**src/rtl/y86_pkg.sv**
```systemverilog
`default_nettype none
// ============================================================================
// Module : y86_pkg
// Brief  : Shared Y86 status, icode, register and control-FSM definitions
// Rev    : 1.0
// ============================================================================
package y86_pkg;

    localparam logic [1:0] c_STAT_AOK = 2'd0;
    localparam logic [1:0] c_STAT_HLT = 2'd1;
    localparam logic [1:0] c_STAT_ADR = 2'd2;
    localparam logic [1:0] c_STAT_INS = 2'd3;

    localparam logic [3:0] c_ICODE_MRMOVQ = 4'h5;
    localparam logic [3:0] c_ICODE_JXX    = 4'h7;
    localparam logic [3:0] c_ICODE_RET    = 4'h9;
    localparam logic [3:0] c_ICODE_POPQ   = 4'hB;

    localparam logic [3:0] c_RNONE = 4'hF;

    typedef enum logic [1:0] {
        ST_IDLE   = 2'd0,
        ST_RUN    = 2'd1,
        ST_DRAIN  = 2'd2,
        ST_HALTED = 2'd3
    } ctrl_state_t;

    // Counters stick at all-ones rather than wrapping back to zero.
    function automatic logic [31:0] sat_inc(input logic [31:0] value);
        return (value == 32'hFFFF_FFFF) ? value : value + 32'd1;
    endfunction

endpackage
`default_nettype wire

```
**src/rtl/hazard_detect.sv**
```systemverilog
`default_nettype none
// ============================================================================
// Module : hazard_detect
// Brief  : Combinational load-use, return-pending and mispredict detection
// Rev    : 1.0
// ============================================================================
module hazard_detect
    import y86_pkg::*;
(
    input  logic [3:0] D_icode,
    input  logic [3:0] E_icode,
    input  logic [3:0] M_icode,
    input  logic [3:0] d_srcA,
    input  logic [3:0] d_srcB,
    input  logic [3:0] E_dstM,
    input  logic       e_Cnd,
    output logic       loaduse,
    output logic       retpend,
    output logic       mispred
);

    logic w_e_is_load;
    logic w_dst_match;

    assign w_e_is_load = (E_icode == c_ICODE_MRMOVQ) || (E_icode == c_ICODE_POPQ);
    assign w_dst_match = (E_dstM != c_RNONE) && ((E_dstM == d_srcA) || (E_dstM == d_srcB));

    assign loaduse = w_e_is_load && w_dst_match;
    assign retpend = (D_icode == c_ICODE_RET) || (E_icode == c_ICODE_RET)
                  || (M_icode == c_ICODE_RET);
    assign mispred = (E_icode == c_ICODE_JXX) && !e_Cnd;

endmodule
`default_nettype wire

```
**src/rtl/pipe_ctrl.sv**
```systemverilog
`default_nettype none
// ============================================================================
// Module : pipe_ctrl
// Brief  : Y86 pipeline control: run/drain/halt FSM, stall/bubble steering
//          and saturating performance counters
// Rev    : 1.0
// ============================================================================
module pipe_ctrl
    import y86_pkg::*;
(
    input  logic        clk,
    input  logic        rst_n,
    input  logic        start,
    input  logic [3:0]  D_icode,
    input  logic [3:0]  E_icode,
    input  logic [3:0]  M_icode,
    input  logic [3:0]  d_srcA,
    input  logic [3:0]  d_srcB,
    input  logic [3:0]  E_dstM,
    input  logic        e_Cnd,
    input  logic [1:0]  m_stat,
    input  logic [1:0]  W_stat,
    output logic        F_stall,
    output logic        D_stall,
    output logic        D_bubble,
    output logic        E_bubble,
    output logic        M_bubble,
    output logic        W_stall,
    output logic        halted,
    output logic [1:0]  cpu_stat,
    output logic [31:0] cyc_cnt,
    output logic [31:0] stall_cnt,
    output logic [31:0] mispred_cnt
);

    logic        w_loaduse;
    logic        w_retpend;
    logic        w_mispred;
    logic        w_m_bad;
    logic        w_w_bad;
    logic        w_in_run;
    logic        w_in_drain;

    ctrl_state_t r_state;
    logic        r_halted;
    logic [1:0]  r_cpu_stat;
    logic [31:0] r_cyc_cnt;
    logic [31:0] r_stall_cnt;
    logic [31:0] r_mispred_cnt;

    hazard_detect u_hazard_detect (
        .D_icode (D_icode),
        .E_icode (E_icode),
        .M_icode (M_icode),
        .d_srcA  (d_srcA),
        .d_srcB  (d_srcB),
        .E_dstM  (E_dstM),
        .e_Cnd   (e_Cnd),
        .loaduse (w_loaduse),
        .retpend (w_retpend),
        .mispred (w_mispred)
    );

    assign w_m_bad    = (m_stat != c_STAT_AOK);
    assign w_w_bad    = (W_stat != c_STAT_AOK);
    assign w_in_run   = (r_state == ST_RUN);
    assign w_in_drain = (r_state == ST_DRAIN);

    // A faulting writeback always wins: it halts from RUN without a drain phase.
    always_ff @(posedge clk or negedge rst_n) begin
        if (!rst_n) begin
            r_state    <= ST_IDLE;
            r_halted   <= 1'b0;
            r_cpu_stat <= c_STAT_AOK;
        end else begin
            case (r_state)
                ST_IDLE: begin
                    if (start) begin
                        r_state <= ST_RUN;
                    end
                end
                ST_RUN: begin
                    if (w_w_bad) begin
                        r_state    <= ST_HALTED;
                        r_halted   <= 1'b1;
                        r_cpu_stat <= W_stat;
                    end else if (w_m_bad) begin
                        r_state <= ST_DRAIN;
                    end
                end
                ST_DRAIN: begin
                    if (w_w_bad) begin
                        r_state    <= ST_HALTED;
                        r_halted   <= 1'b1;
                        r_cpu_stat <= W_stat;
                    end
                end
                ST_HALTED: begin
                    r_state <= ST_HALTED;
                end
                default: begin
                    r_state <= ST_IDLE;
                end
            endcase
        end
    end

    always_ff @(posedge clk or negedge rst_n) begin
        if (!rst_n) begin
            r_cyc_cnt     <= 32'd0;
            r_stall_cnt   <= 32'd0;
            r_mispred_cnt <= 32'd0;
        end else begin
            if (w_in_run || w_in_drain) begin
                r_cyc_cnt <= sat_inc(r_cyc_cnt);
            end
            if (w_in_run && (w_loaduse || w_retpend)) begin
                r_stall_cnt <= sat_inc(r_stall_cnt);
            end
            if (w_in_run && w_mispred) begin
                r_mispred_cnt <= sat_inc(r_mispred_cnt);
            end
        end
    end

    // Defaults are the frozen-pipeline pattern used in IDLE and HALTED.
    always_comb begin
        F_stall  = 1'b1;
        D_stall  = 1'b1;
        D_bubble = 1'b0;
        E_bubble = 1'b1;
        M_bubble = 1'b1;
        W_stall  = 1'b1;
        case (r_state)
            ST_RUN: begin
                F_stall  = w_loaduse | w_retpend;
                D_stall  = w_loaduse;
                D_bubble = w_mispred | (w_retpend & ~w_loaduse);
                E_bubble = w_mispred | w_loaduse;
                M_bubble = w_m_bad | w_w_bad;
                W_stall  = w_w_bad;
            end
            ST_DRAIN: begin
                F_stall  = 1'b1;
                D_stall  = 1'b0;
                D_bubble = 1'b1;
                E_bubble = 1'b1;
                M_bubble = 1'b1;
                W_stall  = w_w_bad;
            end
            default: begin
            end
        endcase
    end

    assign halted      = r_halted;
    assign cpu_stat    = r_cpu_stat;
    assign cyc_cnt     = r_cyc_cnt;
    assign stall_cnt   = r_stall_cnt;
    assign mispred_cnt = r_mispred_cnt;

endmodule
`default_nettype wire

```
**config.mk**
```make
export PLATFORM = sky130hd
export DESIGN_NAME = pipe_ctrl
export DESIGN_NICKNAME = d
export VERILOG_FILES = /design/src/rtl/y86_pkg.sv /design/src/rtl/hazard_detect.sv /design/src/rtl/pipe_ctrl.sv
export SDC_FILE = /design/constraint.sdc
export NUM_CORES = 1
export LEC_CHECK = 0
export ABC_AREA = 1
export BUFFER_PORTS_ARGS = -buffer_cell sky130_fd_sc_hd__buf_2
export CORE_MARGIN = 2
export CORE_UTILIZATION = 45
export DETAILED_ROUTE_END_ITERATION = 7
export PLACE_DENSITY_LB_ADDON = 0.3
export SYNTH_ARGS = -nofsm -noshare
export SYNTH_HDL_FRONTEND = slang
export SYNTH_SLANG_ARGS = --single-unit
```
**constraint.sdc**
```tcl
create_clock -name clk -period 2.56 [get_ports clk]
set_input_delay 0 -clock clk [delete_from_list [all_inputs] [get_ports clk]]
set_output_delay 0 -clock clk [all_outputs]
set_load 0.02 [all_outputs]
```
# ---- After elaboration in Yosys (flattened, before gate mapping)
# Index checks and enable logic that the tools add are counted.
dict set report classes {
  add_sub_neg 3
  eq_ne 18
  n_mux 11
  n_bitwise 9
  n_reduce_logical 21
}
# operator n
set ops {}
lappend ops {{adder 32 x 1 -> 32 bit, second input constant} 3}
lappend ops {{equality test 32 bit, second input constant} 3}
lappend ops {{equality test 4 bit, second input constant} 4}
lappend ops {{equality test 4 x 3 -> 1 bit, second input constant} 2}
lappend ops {{equality test 4 bit} 2}
lappend ops {{two-way mux 2 bit} 4}
lappend ops {{one-hot mux 2 bit (4 select lines)} 1}
lappend ops {{AND reduction 2 bit} 4}
lappend ops {{logical OR 1 bit} 6}
lappend ops {{logical AND 1 bit} 5}
lappend ops {{equality test 2 bit, second input constant} 2}
lappend ops {{two-way mux 1 bit} 4}
lappend ops {{inequality test 2 bit, second input constant} 2}
lappend ops {{inequality test 4 bit, second input constant} 1}
lappend ops {{inverter 1 bit} 4}
lappend ops {{OR 1 bit} 4}
lappend ops {{one-hot mux 1 bit (2 select lines)} 2}
lappend ops {{nonzero test 2 bit} 2}
lappend ops {{inequality test 3 bit, second input constant} 1}
lappend ops {{AND reduction 3 bit} 1}
lappend ops {{equality test 2 x 1 -> 1 bit, second input constant} 1}
lappend ops {{zero test 2 bit} 1}
lappend ops {{OR reduction 2 bit} 1}
lappend ops {{AND 1 bit} 1}
lappend ops {{zero test 1 bit} 1}
dict set report word_totals {
  regBits 101
  inputBits 32
  elab_cells 68
}

# ---- Longest topological paths before layout
dict set report logic_depth {
  word_depth 8
  mapped_depth 13
}

# ---- Hierarchy
# Synthesis repeated with hierarchy kept, for this count alone.
dict set report unflattened {
  cells_unflattened 1073
  hier_area_um2 6839.1
}
# mod instances cells_per_inst area_each_um2 seq_area_each_um2
set modules_own_cells {}
lappend modules_own_cells {pipe_ctrl 1 1014 6596.3 2527.4}
lappend modules_own_cells {hazard_detect 1 59 242.7 0.0}

# ---- Worst setup path before layout
# No wires, ideal clock.
dict set report synth_timing {
  path_type {register -> register}
  from {register r_mispred_cnt[0] (netlist: mispred_cnt[0])}
  to {register r_mispred_cnt[19] (netlist: mispred_cnt[19])}
  setup_ps 118
  arrival_time_ps 1751
  required_time_ps 2442
  path_slack_ps 692
  path_stages_with_launch 12
  synth_period_minus_slack_ps 1868
  cell_sequence {dfrtp_1 ha_1 nand3_1 inv_1 nand2_1 nor2_2 nand2_1 nand2_2 inv_4 buf_6 nand3b_1 nand2_1}
}
dict set report synth_via {
  elab_chain_cells 3
  elab_cells_between_ends 4
  classes_between {1 x add/sub; 1 x eq/ne; 1 x bitwise; 1 x reduce/logical}
}
# element line_no
set synth_lines {}
lappend synth_lines {{start, declared} pipe_ctrl.sv:49} ;# logic [31:0] r_mispred_cnt;
lappend synth_lines {{start signal, assigned} pipe_ctrl.sv:121} ;# r_mispred_cnt <= sat_inc(r_mispred_cnt);
lappend synth_lines {{parallel branches: the longest is 3 deep, another holds adder 32 x 1 -> 32 bit} -}
# Parallel ways; which one is timed is not known.
# A chain may end at the register's enable or synchronous reset.

# ---- Final worst setup path
dict set report layout_timing {
  from {register r_mispred_cnt[0] (netlist: mispred_cnt[0])}
  to {register r_mispred_cnt[26] (netlist: mispred_cnt[26])}
}
# Same word-level chain as after synthesis.

==> results.txt <==
----------------------------------------------------
[Detailed routing]
  Number of search-and-repair iterations in the first detailed-routing pass ... 5
  Routed via count divided by cell count ... 5.049
  Number of violations reported at the end of detailed-routing iteration 0 ... 555
  Remaining design rule violation count ... 0
  Wire length per cell after detailed routing ... 13.27 um
  DRT Wirelength ... 18440 um
  Vias after detailed routing ... 7013
  Detail Route Antenna Nets ... 0

[Logic synthesis]
  FFs w/ async S/R, synth ... 1.000
  Number of enable-type register cells in the synthesized netlist ... 0
  Syn_nets ... 1101
  Compound-gate portion of the synthesized area ... 0.02982
  Mapped cell area ... 6964 um^2
  Most used flip-flop cell after synthesis ... sky130_fd_sc_hd__dfrtp_1
  Top cell type by total area after synthesis ... sky130_fd_sc_hd__dfrtp_1
  Post-synthesis sequential element count ... 101
  Most used standard cell by instance count after synthesis ... sky130_fd_sc_hd__nand2_1
  Combinational family with the most area after synthesis ... simple AND/OR/NAND/NOR gates
  Top post-synthesis cells by area ... sky130_fd_sc_hd__dfrtp_1, sky130_fd_sc_hd__nand2_1, sky130_fd_sc_hd__nor2_1
  Fraction of synthesized area in multiplexers ... 0
  Number of standard cells after synthesis ... 1062
  Adder-cell share of the synthesized area ... 0.01258
  Synth Area per Inst ... 6.558 um^2
  Sequential cell area fraction in the yosys report ... 0.3629
  Number of unique standard cell types used by synthesis ... 37
  Synth top area share ... 0.3629
  Yosys warning total ... 0
  Area share of and/or/nand/nor cells after synthesis ... 0.4580
  Xor-xnor portion of the synthesized cell area ... 0.05534
  Most frequent cells after synthesis ... sky130_fd_sc_hd__nand2_1, sky130_fd_sc_hd__nor2_1, sky130_fd_sc_hd__dfrtp_1

[Critical path]
  R2r worst-path depth ... 11
  Sort of element at the end of the critical path ... flip-flop
  Critical path type ... reg2reg
  CP dominant cell by count ... sky130_fd_sc_hd__nand2_1
  Largest stage delay, worst path ... 440 ps
  Arrival time reported for the critical path endpoint ... 2380 ps
  CP max FO ... 26
  Critical Path Source Type ... flip-flop
  Data required time at the worst endpoint ... 2790 ps
  Cells along the critical path ... ha_1 -> nand3_1 -> inv_1 -> nand2_1 -> nor2_2 -> nand2_1 -> nand2_2 -> buf_4 -> nor2_1 -> nand2_1 -> nand2_1
  Slowest CP cell ... sky130_fd_sc_hd__dfrtp_1

[Clock network]
  Clock sink count ... 101
  Post-CTS setup buffer count ... 0
  Number of levels the H-tree was split into ... 3
  CTS tree ... done
  Clock latency at the later pin of the worst-skew pair ... 350 ps
  CTS Buffer Depth ... 2
  Cts bufs inserted ... 9
  Clock slew at the register clock pins of the worst setup and hold paths ... 70 ps
  CTS root buf ... sky130_fd_sc_hd__clkbuf_16

[Place]
  Instance count after placement with tap cells included ... 1369
  Half-perimeter wire length of the detailed placement result ... 13890 um
  Routability Congestion ... 0.9252
  Number of buffers inserted by port buffering ... 136

[Floorplan]
  Overall die area ... 16490 um^2
  Floorplan Core Area ... 15150 um^2
  Initial core utilization ... 0.4598
  Number of rows created at floorplan ... 45
  Die Span X ... 128.4 um
  Number of top-level pins ... 137
  Height of the chip ... 128.4 um

[Flow run]
  Max-cap check violation count ... 0

[Timing]
  Period minus WS final ... 2150 ps
  Final total negative setup slack ... 0 ps
  Worst slew margin ... 0.6002
  Ratio of final minimum period to clock period ... 0.8397
  Number of endpoints failing setup at the final stage ... 0
  Fin. Hold Viols ... 0
  Worst Max-Slew Pin Slew ... 599.0 ps
  Setup clock skew after layout ... 8.262 ps
  Number of pins with negative max-slew slack in the final report ... 0
  Maximum operating frequency ... 0.4652 GHz
  Unrepaired setup endpoints after global routing ... false

[Global routing]
  Number of global-route vias before repair ... 6210
  Maximum number of pins on one net before global-route repair ... 45
  Global-route total usage across every layer ... 0.2283
  First-pass GRT wire length ... 30460 um
  Residual overflow from global routing ... 0
  Number of antenna violations at the first check in global routing ... 0

[Power and ir drop]
  Leakage power of the design ... 4.135 nW
  Power density of the placed cells ... 584.1 nW/um^2
  Max VDD drop ... 0.0004545 V

[Finish]
  Number of nets at the end of the flow ... 1235
  Final antenna diode count ... 0
  Area added between synthesis and finish ... 17.30%
  Count of placed standard cells in the final layout, fillers left out ... 1389
  Core utilization of the finished layout ... 0.5394
  Share of post-route cells with drive strength above 1 ... 0.1565

[Worst hold path]
  Cell count of the worst hold path ... 5
  Worst min-delay path category ... in2reg

[Outcome]
  Result of the run ... finished, final reports clean

----------------------------------------------------
-- power by group --
group          internal [mW]  switching, mW
logic                  0.383          0.864
registers               1.73          0.164
clock network           1.01          0.617
total                   3.13           1.64
-- layer usage --
| metal | vias up | part of all wire | GRT usage |
|---|---|---|---|
| met5 | - | 0 | 0 |
| met4 | 0 | 0.012 | 0.04331 |
| met3 | 17 | 0.058 | 0.04366 |
| met2 | 216 | 0.45 | 0.3655 |
| met1 | 3157 | 0.48 | 0.3263 |
| li1 | 3623 | - | - |
-- state kept, by name, summed over array words and instances (netlist names) --
register and count:
halted 1, cyc_cnt 32, r_state 2, cpu_stat 2
mispred_cnt 32, stall_cnt 32
-- cell families after synthesis --
family / after synthesis
buf+inv: 127
fa+ha+maj: 7
flops: 101
xor+xnor: 44
compound gates: 40
simple gates: 743
-- final timing paths --
| path | slack, ps | start | endpoint |
|---|---|---|---|
| max in group asynchronous | 1650 | rst_n | cyc_cnt[29] |
| worst min-delay path | 120 | start | r_state[0] |
| worst max register to register | 410 | mispred_cnt[0] | mispred_cnt[26] |
| worst max-delay path | 410 | mispred_cnt[0] | mispred_cnt[26] |
| min in group asynchronous | 200 | rst_n | stall_cnt[3] |
| worst min register to register | 480 | cpu_stat[0] | cpu_stat[0] |
-- stage by stage --
step | power [mW] | cell area, um^2 | worst slack (ps) | hold WS (ps)
5_1_grt | 5.052 | 8169 | 222.6 | 145.4
3_3_place_gp | 3.147 | 7770 | 452.1 | 42.40
6_report | 4.772 | 8169 | 410.3 | 121.4
4_1_cts | 4.818 | 8169 | 425.0 | 105.3
2_1_floorplan | 2.842 | 6964 | 691.6 | -295.6
3_5_place_dp | 3.156 | 7770 | 435.8 | 47.17
-- layout make-up --
type	count	area (um^2)
flip-flops and latches	101	2527
well taps	188	235.2
fillers	1501	6977
clock inverters	5	106.4
clock buffers	11	252.7
multi-input cells	834	3870
inverters	103	389.1
repair buffers	147	788.3
-- worst max-delay path: cells and delay by family, from the launching register on --
family	cells	cell delay, ps
buffers and inverters	2	390
adders and majority gates	1	340
and+or+nand+nor	8	850
DFF	1	440
-- layout by cell type (no fill, tap or decap), types with 8 or more instances in the layout --
cell type / Yosys / final
sky130_fd_sc_hd__xnor2_1: 12 / 12
sky130_fd_sc_hd__o21ai_1: 14 / 14
sky130_fd_sc_hd__nand3_1: 48 / 48
sky130_fd_sc_hd__xor2_1: 32 / 32
sky130_fd_sc_hd__o21ai_0: 19 / 19
sky130_fd_sc_hd__nor3_1: 19 / 19
sky130_fd_sc_hd__dfrtp_1: 101 / 101
sky130_fd_sc_hd__clkbuf_16: 0 / 9
sky130_fd_sc_hd__buf_2: 7 / 135
sky130_fd_sc_hd__nor2_1: 134 / 134
sky130_fd_sc_hd__nand4_1: 45 / 45
sky130_fd_sc_hd__nand2_1: 454 / 454
sky130_fd_sc_hd__nand3b_1: 19 / 19
sky130_fd_sc_hd__inv_1: 94 / 94
sky130_fd_sc_hd__inv_2: 8 / 8
-- what timing repair did --
item / 4_1_cts / 5_1_grt
setup endpoints to repair: 0 / 0
resized for setup: 0 / 0
hold buffers: 4 / 0
endpoints found under the hold margin: 45 / 0
Note: power is estimated with default switching activity, not from simulation.
